### config.mk
export PLATFORM = sky130hd
export DESIGN_NAME = or1200_keccak_cust5_unit
export DESIGN_NICKNAME = d
export VERILOG_FILES = /design/src/rtl/or1200_keccak_pkg.sv /design/src/rtl/or1200_keccak_padbuf.sv /design/src/rtl/or1200_keccak_cust5_unit.sv
export SDC_FILE = /design/constraint.sdc
export NUM_CORES = 2
export LEC_CHECK = 0
export CORE_AREA = 5 5 647 649
export DETAILED_ROUTE_END_ITERATION = 7
export DIE_AREA = 0 0 652 654
export PLACE_DENSITY_LB_ADDON = 0.1
export REMOVE_ABC_BUFFERS = 1
export SYNTH_ARGS = -nofsm -noshare
export SYNTH_HDL_FRONTEND = slang
export SYNTH_HIERARCHICAL = 1
export SYNTH_SLANG_ARGS = --single-unit
### constraint.sdc
create_clock -name clk -period 4 [get_ports clk]
set_input_delay 0.8 -clock clk [delete_from_list [all_inputs] [get_ports clk]]
set_output_delay 0.8 -clock clk [all_outputs]
set_load 0.01 [all_outputs]
### src/rtl/or1200_keccak_pkg.sv
// Shared definitions for the l.cust5 Keccak execution unit: op encodings,
// FSM states, default block geometry and pad10*1 constants.
package or1200_keccak_pkg;

    localparam int RATE_WORDS_DEF   = 34;
    localparam int DIGEST_WORDS_DEF = 16;

    // pad10*1: first pad bit lands in the low bit of the byte after the
    // message, last pad bit in the top bit of the final byte of the block
    localparam logic [7:0] PAD_FIRST_BYTE = 8'h01;
    localparam logic [7:0] PAD_LAST_BYTE  = 8'h80;

    typedef enum logic [4:0] {
        OP_INIT   = 5'b00000,
        OP_END    = 5'b00001,
        OP_MIDDLE = 5'b00010,
        OP_START  = 5'b00100,
        OP_STORE  = 5'b01000
    } cust_op_e;

    typedef enum logic [2:0] {
        ST_IDLE,
        ST_ABSORB,
        ST_FIRE,
        ST_WAIT,
        ST_PAD,
        ST_FIRE_LAST,
        ST_WAIT_LAST,
        ST_DONE
    } kstate_e;

endpackage

### src/rtl/or1200_keccak_padbuf.sv
// Rate-block buffer: word write port, word counter and pad10*1 insertion.
module or1200_keccak_padbuf
    import or1200_keccak_pkg::*;
#(
    parameter int RATE_WORDS = RATE_WORDS_DEF,
    parameter int CNT_W      = $clog2(RATE_WORDS + 1)
) (
    input  logic                    clk,
    input  logic                    rst,
    input  logic                    clr_i,
    input  logic                    cnt_clr_i,
    input  logic                    wr_i,
    input  logic [31:0]             wdata_i,
    input  logic                    pad_i,
    output logic [CNT_W-1:0]        wcnt_o,
    output logic [32*RATE_WORDS-1:0] block_o
);

    logic [RATE_WORDS-1:0][31:0] buf_q, buf_d;
    logic [CNT_W-1:0]            wcnt_q, wcnt_d;

    // Clear happens before the write so a restart lands its word in slot 0.
    always_comb begin
        buf_d  = buf_q;
        wcnt_d = wcnt_q;
        if (clr_i) begin
            buf_d  = '0;
            wcnt_d = '0;
        end
        if (cnt_clr_i) begin
            wcnt_d = '0;
        end
        if (wr_i) begin
            for (int i = 0; i < RATE_WORDS; i++) begin
                if (wcnt_d == CNT_W'(i)) buf_d[i] = wdata_i;
            end
            wcnt_d = wcnt_d + 1'b1;
        end
        if (pad_i) begin
            for (int i = 0; i < RATE_WORDS; i++) begin
                if (wcnt_q == CNT_W'(i)) buf_d[i][7:0] = buf_d[i][7:0] ^ PAD_FIRST_BYTE;
            end
            buf_d[RATE_WORDS-1][31:24] = buf_d[RATE_WORDS-1][31:24] ^ PAD_LAST_BYTE;
        end
    end

    // Buffer and counter registers.
    always_ff @(posedge clk or negedge rst) begin
        if (!rst) begin
            buf_q  <= '0;
            wcnt_q <= '0;
        end else begin
            buf_q  <= buf_d;
            wcnt_q <= wcnt_d;
        end
    end

    assign wcnt_o  = wcnt_q;
    assign block_o = buf_q;

endmodule

### src/rtl/or1200_keccak_cust5_unit.sv
// l.cust5 execution unit: decodes cust5 ops, sequences rate blocks into the
// Keccak core over start/done, stalls the pipeline while busy and returns
// digest words on store.
module or1200_keccak_cust5_unit
    import or1200_keccak_pkg::*;
#(
    parameter int RATE_WORDS   = RATE_WORDS_DEF,
    parameter int DIGEST_WORDS = DIGEST_WORDS_DEF
) (
    input  logic                      clk,
    input  logic                      rst,
    input  logic                      cust_valid,
    input  logic [4:0]                cust_op,
    input  logic [5:0]                cust_idx,
    input  logic [31:0]               cust_opa,
    output logic                      cust_stall,
    output logic                      cust_rf_we,
    output logic [31:0]               cust_result,
    output logic                      core_start,
    output logic                      core_init,
    output logic [32*RATE_WORDS-1:0]  core_block,
    input  logic                      core_done,
    input  logic [32*DIGEST_WORDS-1:0] core_digest
);

    localparam int               CNT_W     = $clog2(RATE_WORDS + 1);
    localparam logic [CNT_W-1:0] LAST_SLOT = CNT_W'(RATE_WORDS - 1);

    kstate_e          state_q, state_d;
    logic             first_blk_q, first_blk_d;
    logic             dig_valid_q, dig_valid_d;
    logic             pad_pend_q, pad_pend_d;
    logic             buf_clr, cnt_clr, buf_wr, buf_pad;
    logic [CNT_W-1:0] wcnt;
    logic             op_init, op_start, op_middle, op_end, op_store, op_known;
    logic [31:0]      dig_word;

    or1200_keccak_padbuf #(
        .RATE_WORDS (RATE_WORDS),
        .CNT_W      (CNT_W)
    ) u_padbuf (
        .clk       (clk),
        .rst       (rst),
        .clr_i     (buf_clr),
        .cnt_clr_i (cnt_clr),
        .wr_i      (buf_wr),
        .wdata_i   (cust_opa),
        .pad_i     (buf_pad),
        .wcnt_o    (wcnt),
        .block_o   (core_block)
    );

    // Decode the presented op; unknown encodings decode to nothing.
    always_comb begin
        op_init   = 1'b0;
        op_start  = 1'b0;
        op_middle = 1'b0;
        op_end    = 1'b0;
        op_store  = 1'b0;
        if (cust_valid) begin
            case (cust_op_e'(cust_op))
                OP_INIT:   op_init   = 1'b1;
                OP_START:  op_start  = 1'b1;
                OP_MIDDLE: op_middle = 1'b1;
                OP_END:    op_end    = 1'b1;
                OP_STORE:  op_store  = 1'b1;
                default:   ;
            endcase
        end
        op_known = op_init | op_start | op_middle | op_end | op_store;
    end

    // Digest word select; indices past the digest read as zero.
    always_comb begin
        dig_word = '0;
        for (int i = 0; i < DIGEST_WORDS; i++) begin
            if (cust_idx == 6'(i)) dig_word = core_digest[i*32 +: 32];
        end
    end

    // Next-state, buffer control and pipeline handshake.
    always_comb begin
        state_d     = state_q;
        first_blk_d = first_blk_q;
        dig_valid_d = dig_valid_q;
        pad_pend_d  = pad_pend_q;
        buf_clr     = 1'b0;
        cnt_clr     = 1'b0;
        buf_wr      = 1'b0;
        buf_pad     = 1'b0;
        cust_stall  = 1'b0;
        cust_rf_we  = 1'b0;
        cust_result = '0;
        core_start  = 1'b0;
        core_init   = 1'b0;

        // Once core_start has fired the core is committed, so init is only
        // honoured where no permutation is in flight.
        if (op_init && (state_q inside {ST_IDLE, ST_ABSORB, ST_DONE, ST_PAD})) begin
            buf_clr     = 1'b1;
            first_blk_d = 1'b1;
            dig_valid_d = 1'b0;
            pad_pend_d  = 1'b0;
            state_d     = ST_IDLE;
        end else begin
            case (state_q)
                ST_IDLE, ST_ABSORB, ST_DONE: begin
                    if (op_start) begin
                        buf_clr     = 1'b1;
                        buf_wr      = 1'b1;
                        first_blk_d = 1'b1;
                        dig_valid_d = 1'b0;
                        pad_pend_d  = 1'b0;
                        state_d     = ST_ABSORB;
                    end else if ((op_middle || op_end) && state_q == ST_ABSORB) begin
                        buf_wr = 1'b1;
                        if (wcnt == LAST_SLOT) begin
                            // block is full: fire it; an end then pads a fresh block
                            state_d    = ST_FIRE;
                            pad_pend_d = op_end;
                        end else if (op_end) begin
                            state_d = ST_PAD;
                        end
                    end else if (op_store) begin
                        if (state_q == ST_ABSORB) begin
                            cust_stall = 1'b1;
                        end else begin
                            cust_rf_we  = 1'b1;
                            cust_result = dig_valid_q ? dig_word : 32'h0;
                        end
                    end
                end
                ST_PAD: begin
                    cust_stall = op_known;
                    buf_pad    = 1'b1;
                    state_d    = ST_FIRE_LAST;
                end
                ST_FIRE, ST_FIRE_LAST: begin
                    cust_stall  = op_known;
                    core_start  = 1'b1;
                    core_init   = first_blk_q;
                    first_blk_d = 1'b0;
                    cnt_clr     = 1'b1;
                    state_d     = (state_q == ST_FIRE) ? ST_WAIT : ST_WAIT_LAST;
                end
                ST_WAIT: begin
                    cust_stall = op_known;
                    if (core_done) begin
                        buf_clr    = 1'b1;
                        pad_pend_d = 1'b0;
                        state_d    = pad_pend_q ? ST_PAD : ST_ABSORB;
                    end
                end
                ST_WAIT_LAST: begin
                    cust_stall = op_known;
                    if (core_done) begin
                        dig_valid_d = 1'b1;
                        state_d     = ST_DONE;
                    end
                end
                default: state_d = ST_IDLE;
            endcase
        end
    end

    // Control state registers.
    always_ff @(posedge clk or negedge rst) begin
        if (!rst) begin
            state_q     <= ST_IDLE;
            first_blk_q <= 1'b1;
            dig_valid_q <= 1'b0;
            pad_pend_q  <= 1'b0;
        end else begin
            state_q     <= state_d;
            first_blk_q <= first_blk_d;
            dig_valid_q <= dig_valid_d;
            pad_pend_q  <= pad_pend_d;
        end
    end

endmodule

==> results.yml <==
synth:
  syn_area_per_cell_um2: 8.577
  async_reset_ff_share_pct: 100.0
  syn_inst: 5811
  netlist_area_um2: 49840
  synth-seq-area-share_pct: 55.23
  synth.distinct_cells: 87
  synth_edf_count: 0
  synth_flop_cell: "dfrtp_1"
  yosysWarnings: 6
  synth-seq-cells: 1100
timing:
  finalHoldViolCount: 0
  skew_ns: 0.05584
  period_share_pct: 100.5
  timing_worst_slew_pin_value_ns: 1.184
  rsz0062_at_grt: "yes"
  fmax_ghz: 0.2488
  slew_headroom_pct: 21.03
  slew_viol_final: 0
  finalSetupViolCount: 2
  tns_ns: -0.02082
  setup_ws_ns: -0.01857
  fin_crit_ns: 4.019
critical_path:
  crit-reg2reg-launch: "state_q[2]$_DFFE_PN0P_"
  ff2ff_setup_slack_ns: 0.68
  critPathTopFamily: "buffers and inverters"
  path_max_fanout: 10
  critPathCaptureType: "primary output"
  criticalPathCategory: "in -> out"
  cp_num_buf_inv: 7
  worst-r2r-cell-count: 15
  cpPeakStageDelay_ns: 0.49
  crit_arrival_ns: 3.22
  slowest_stage: "a211oi_4"
  r2r_end: "u_padbuf/block_o[241]$_DFF_PN0_"
  crit_start: "cust_idx[4]"
  cp-start-kind: "primary input"
  critPathRequiredTime_ns: 3.20
  cp_cell_sequence: "buf_4 -> buf_8 -> nand4bb_1 -> buf_6 -> nor2_4 -> buf_12 -> a22oi_2 -> nand4_1 -> buf_4 -> a211oi_4 -> buf_12 -> nor2_1 -> buf_2"
die:
  pin_count: 1683
  coreArea_um2: 411900
  start_util_pct: 12.10
  placementRows: 236
  die-area_um2: 426400
  die-width_um: 652
  die_h_um: 654
finish:
  multi_input_area_um2: 20630
  final_nets: 8313
  layout-drive-gt1-share_pct: 14.39
  seqCellArea_um2: 27530
  layout_commonest_cell: "nand2_1"
  fill_cells: 45404
  area.growth.synth_to_final_pct: 69.49
  final_cell_mix: "2184 x nand2_1, 1603 x clkdlybuf4s50_1, 1097 x dfrtp_1"
grt:
  grt.total_usage_pct: 18.37
  grt_pass1_vias: 52334
  grt_max_degree: 138
  grt_pass1_wl_mm: 531.5
  grt_overflow: 0
  antenna_found_initial: 90
drt:
  first_iter_violations: 3926
  wl_per_cell_um: 30.58
  drcViolationCount: 0
  num_vias: 51083
  routed_wirelength_mm: 409.0
  viasPerCell: 3.820
  firstDrtPassIters: 8
  drtAntennaViolNets: 0
clocking:
  ctsRootBufferMaster: "clkbuf_16"
  numCtsBuffers: 157
  clk_latency_ns: 0.85
  cts_max_level: 4
  cts.sinks: 1100
  clkTransAtPathRegs_ns: 0.05
  tritoncts: "done"
  clock_path_buffers: 4
power:
  p_clk_share_pct: 46.7
  p_leak_uw: 0.03520
  p_sw_uw: 8918
  seqPwrFrac_pct: 38.2
  power_per_cell_area_nw_per_um2: 359.3
  peakVddDrop_uv: 261.4
  intPower_uw: 21430
  power_frac_comb_pct: 15.1
  swShare_pct: 29.38
placed_design:
  routabilityCongestion: 0.8699
  io_buffer_count: 1682
  dp_hpwl_mm: 311.8
  dp_worst_setup_slack_ns: -1.533
worst_hold_path:
  hold_path_depth: 3
  hold_class: "in -> reg"
  hold_end: "u_padbuf/block_o[663]$_DFF_PN0_"
  hp-start: "cust_opa[23]"
status:
  violations: "setup timing"
  outcome: "finished with violations"
flow_run:
  cap_viol_max_count: 0
-- routing by layer --
layer / track usage [%] / vias up / wire [um]
met3: 3.956 / 494 / 24180
met1: 19.72 / 25392 / 148000
met5: 0 / - / 195
li1: - / 23244 / -
met2: 34.83 / 1921 / 216800
met4: 7.119 / 32 / 19780
-- cells in the mapped netlist, drive strengths merged, types with 14 or more instances --
library cell | count | area, um^2
a2111oi | 15 | 153.9
mux4 | 26 | 585.6
a211oi | 14 | 105.1
nand3 | 393 | 1967
a22o | 15 | 131.4
o211ai | 19 | 142.6
a22oi | 45 | 337.8
nor2 | 102 | 442.9
nor2b | 35 | 219.0
and3 | 17 | 106.4
nand2b | 31 | 193.9
clkbuf | 440 | 1658
nand2 | 2190 | 8220
xor2 | 17 | 148.9
nor3 | 29 | 187.7
a31oi | 15 | 93.84
o22ai | 29 | 181.4
buf | 129 | 655.6
o21ai | 786 | 3934
xnor2 | 20 | 175.2
mux2i | 58 | 580.6
a21oi | 98 | 513.0
dfrtp | 1099 | 27500
-- layout make-up --
| cell class | count | share of cell area [%] |
|---|---|---|
| well taps | 5474 | 8.108 |
| clock buffers | 237 | 5.484 |
| flip-flops and latches | 1100 | 32.59 |
| diodes | 31 | 0.09184 |
| multi-input cells | 4130 | 24.43 |
| inverters | 12 | 0.06221 |
| repair buffers | 2349 | 28.77 |
| clock inverters | 40 | 0.4681 |
-- how the worst max path moves through the flow --
stage                                           end  slack (ns)  depth (start not counted)
global route                        cust_result[16]       -0.01                         11
finish                              cust_result[14]       -0.02                         13
global placement                    cust_result[14]       -1.80                         13
detailed placement                   cust_result[0]       -1.53                         13
CTS                                  cust_result[0]       -0.12                         13
floorplan           u_padbuf/block_o[960]$_DFF_PN0_       -7.11                          7
-- worst min-delay path, delay by kind of cell --
family | cells | cell delay [ns]
AOI/OAI and AO/OA | 1 | 0.08
buffers and inverters | 1 | 0.11
and+or+nand+nor | 1 | 0.05
-- registers in the layout, summed over array words and instances, names as in the netlist --
| signal | count |
|---|---|
| state_q | 3 |
| dig_valid_q | 1 |
| u_padbuf/wcnt_o | 6 |
| pad_pend_q | 1 |
| first_blk_q | 1 |
| u_padbuf/block_o | 1088 |
-- timing repair --
item / 4_1_cts / 5_1_grt
hold endpoints to repair: 28 / 0
setup endpoints to repair: 34 / 12
gates cloned: 2 / 1
pin swaps: 45 / 13
resized for setup: 223 / 27
hold buffers: 1 / 0
buffers inserted: 32 / 8
-- power by group through the flow --
stage	clock network (uW)	registers [uW]	logic, uW
floorplan	0	11800	922
global placement	0	11800	4640
detailed placement	0	11800	4620
CTS	14800	11600	4690
global route	15200	11600	4870
finish	14200	11600	4580
-- kinds of logic after synthesis --
family	Yosys count	synth area share, %
buffers and inverters	581	4.732
flip-flops	1100	55.23
adder cells (fa/ha/maj)	5	0.1205
XOR/XNOR	37	0.6502
AO/OA/AOI/OAI	1115	12.65
multiplexers	93	2.543
AND/OR/NAND/NOR	2880	24.07
-- metrics by stage --
step                      util [%]  cell area, um^2  power, uW  hold WS [ns]  std cells
final                        20.51            84470      30350        0.2558      13373
after global routing         20.49            84410      31640        0.1848      13351
after CTS                    20.45            84250      31130        0.1472      13334
after detailed placement     19.04            78450      16400        0.4921      13027
after global placement       19.04            78440      16420        0.4915      13027
after floorplan                  -            47530      12750        0.5044       5242
Power figures use the tool's default switching activity.
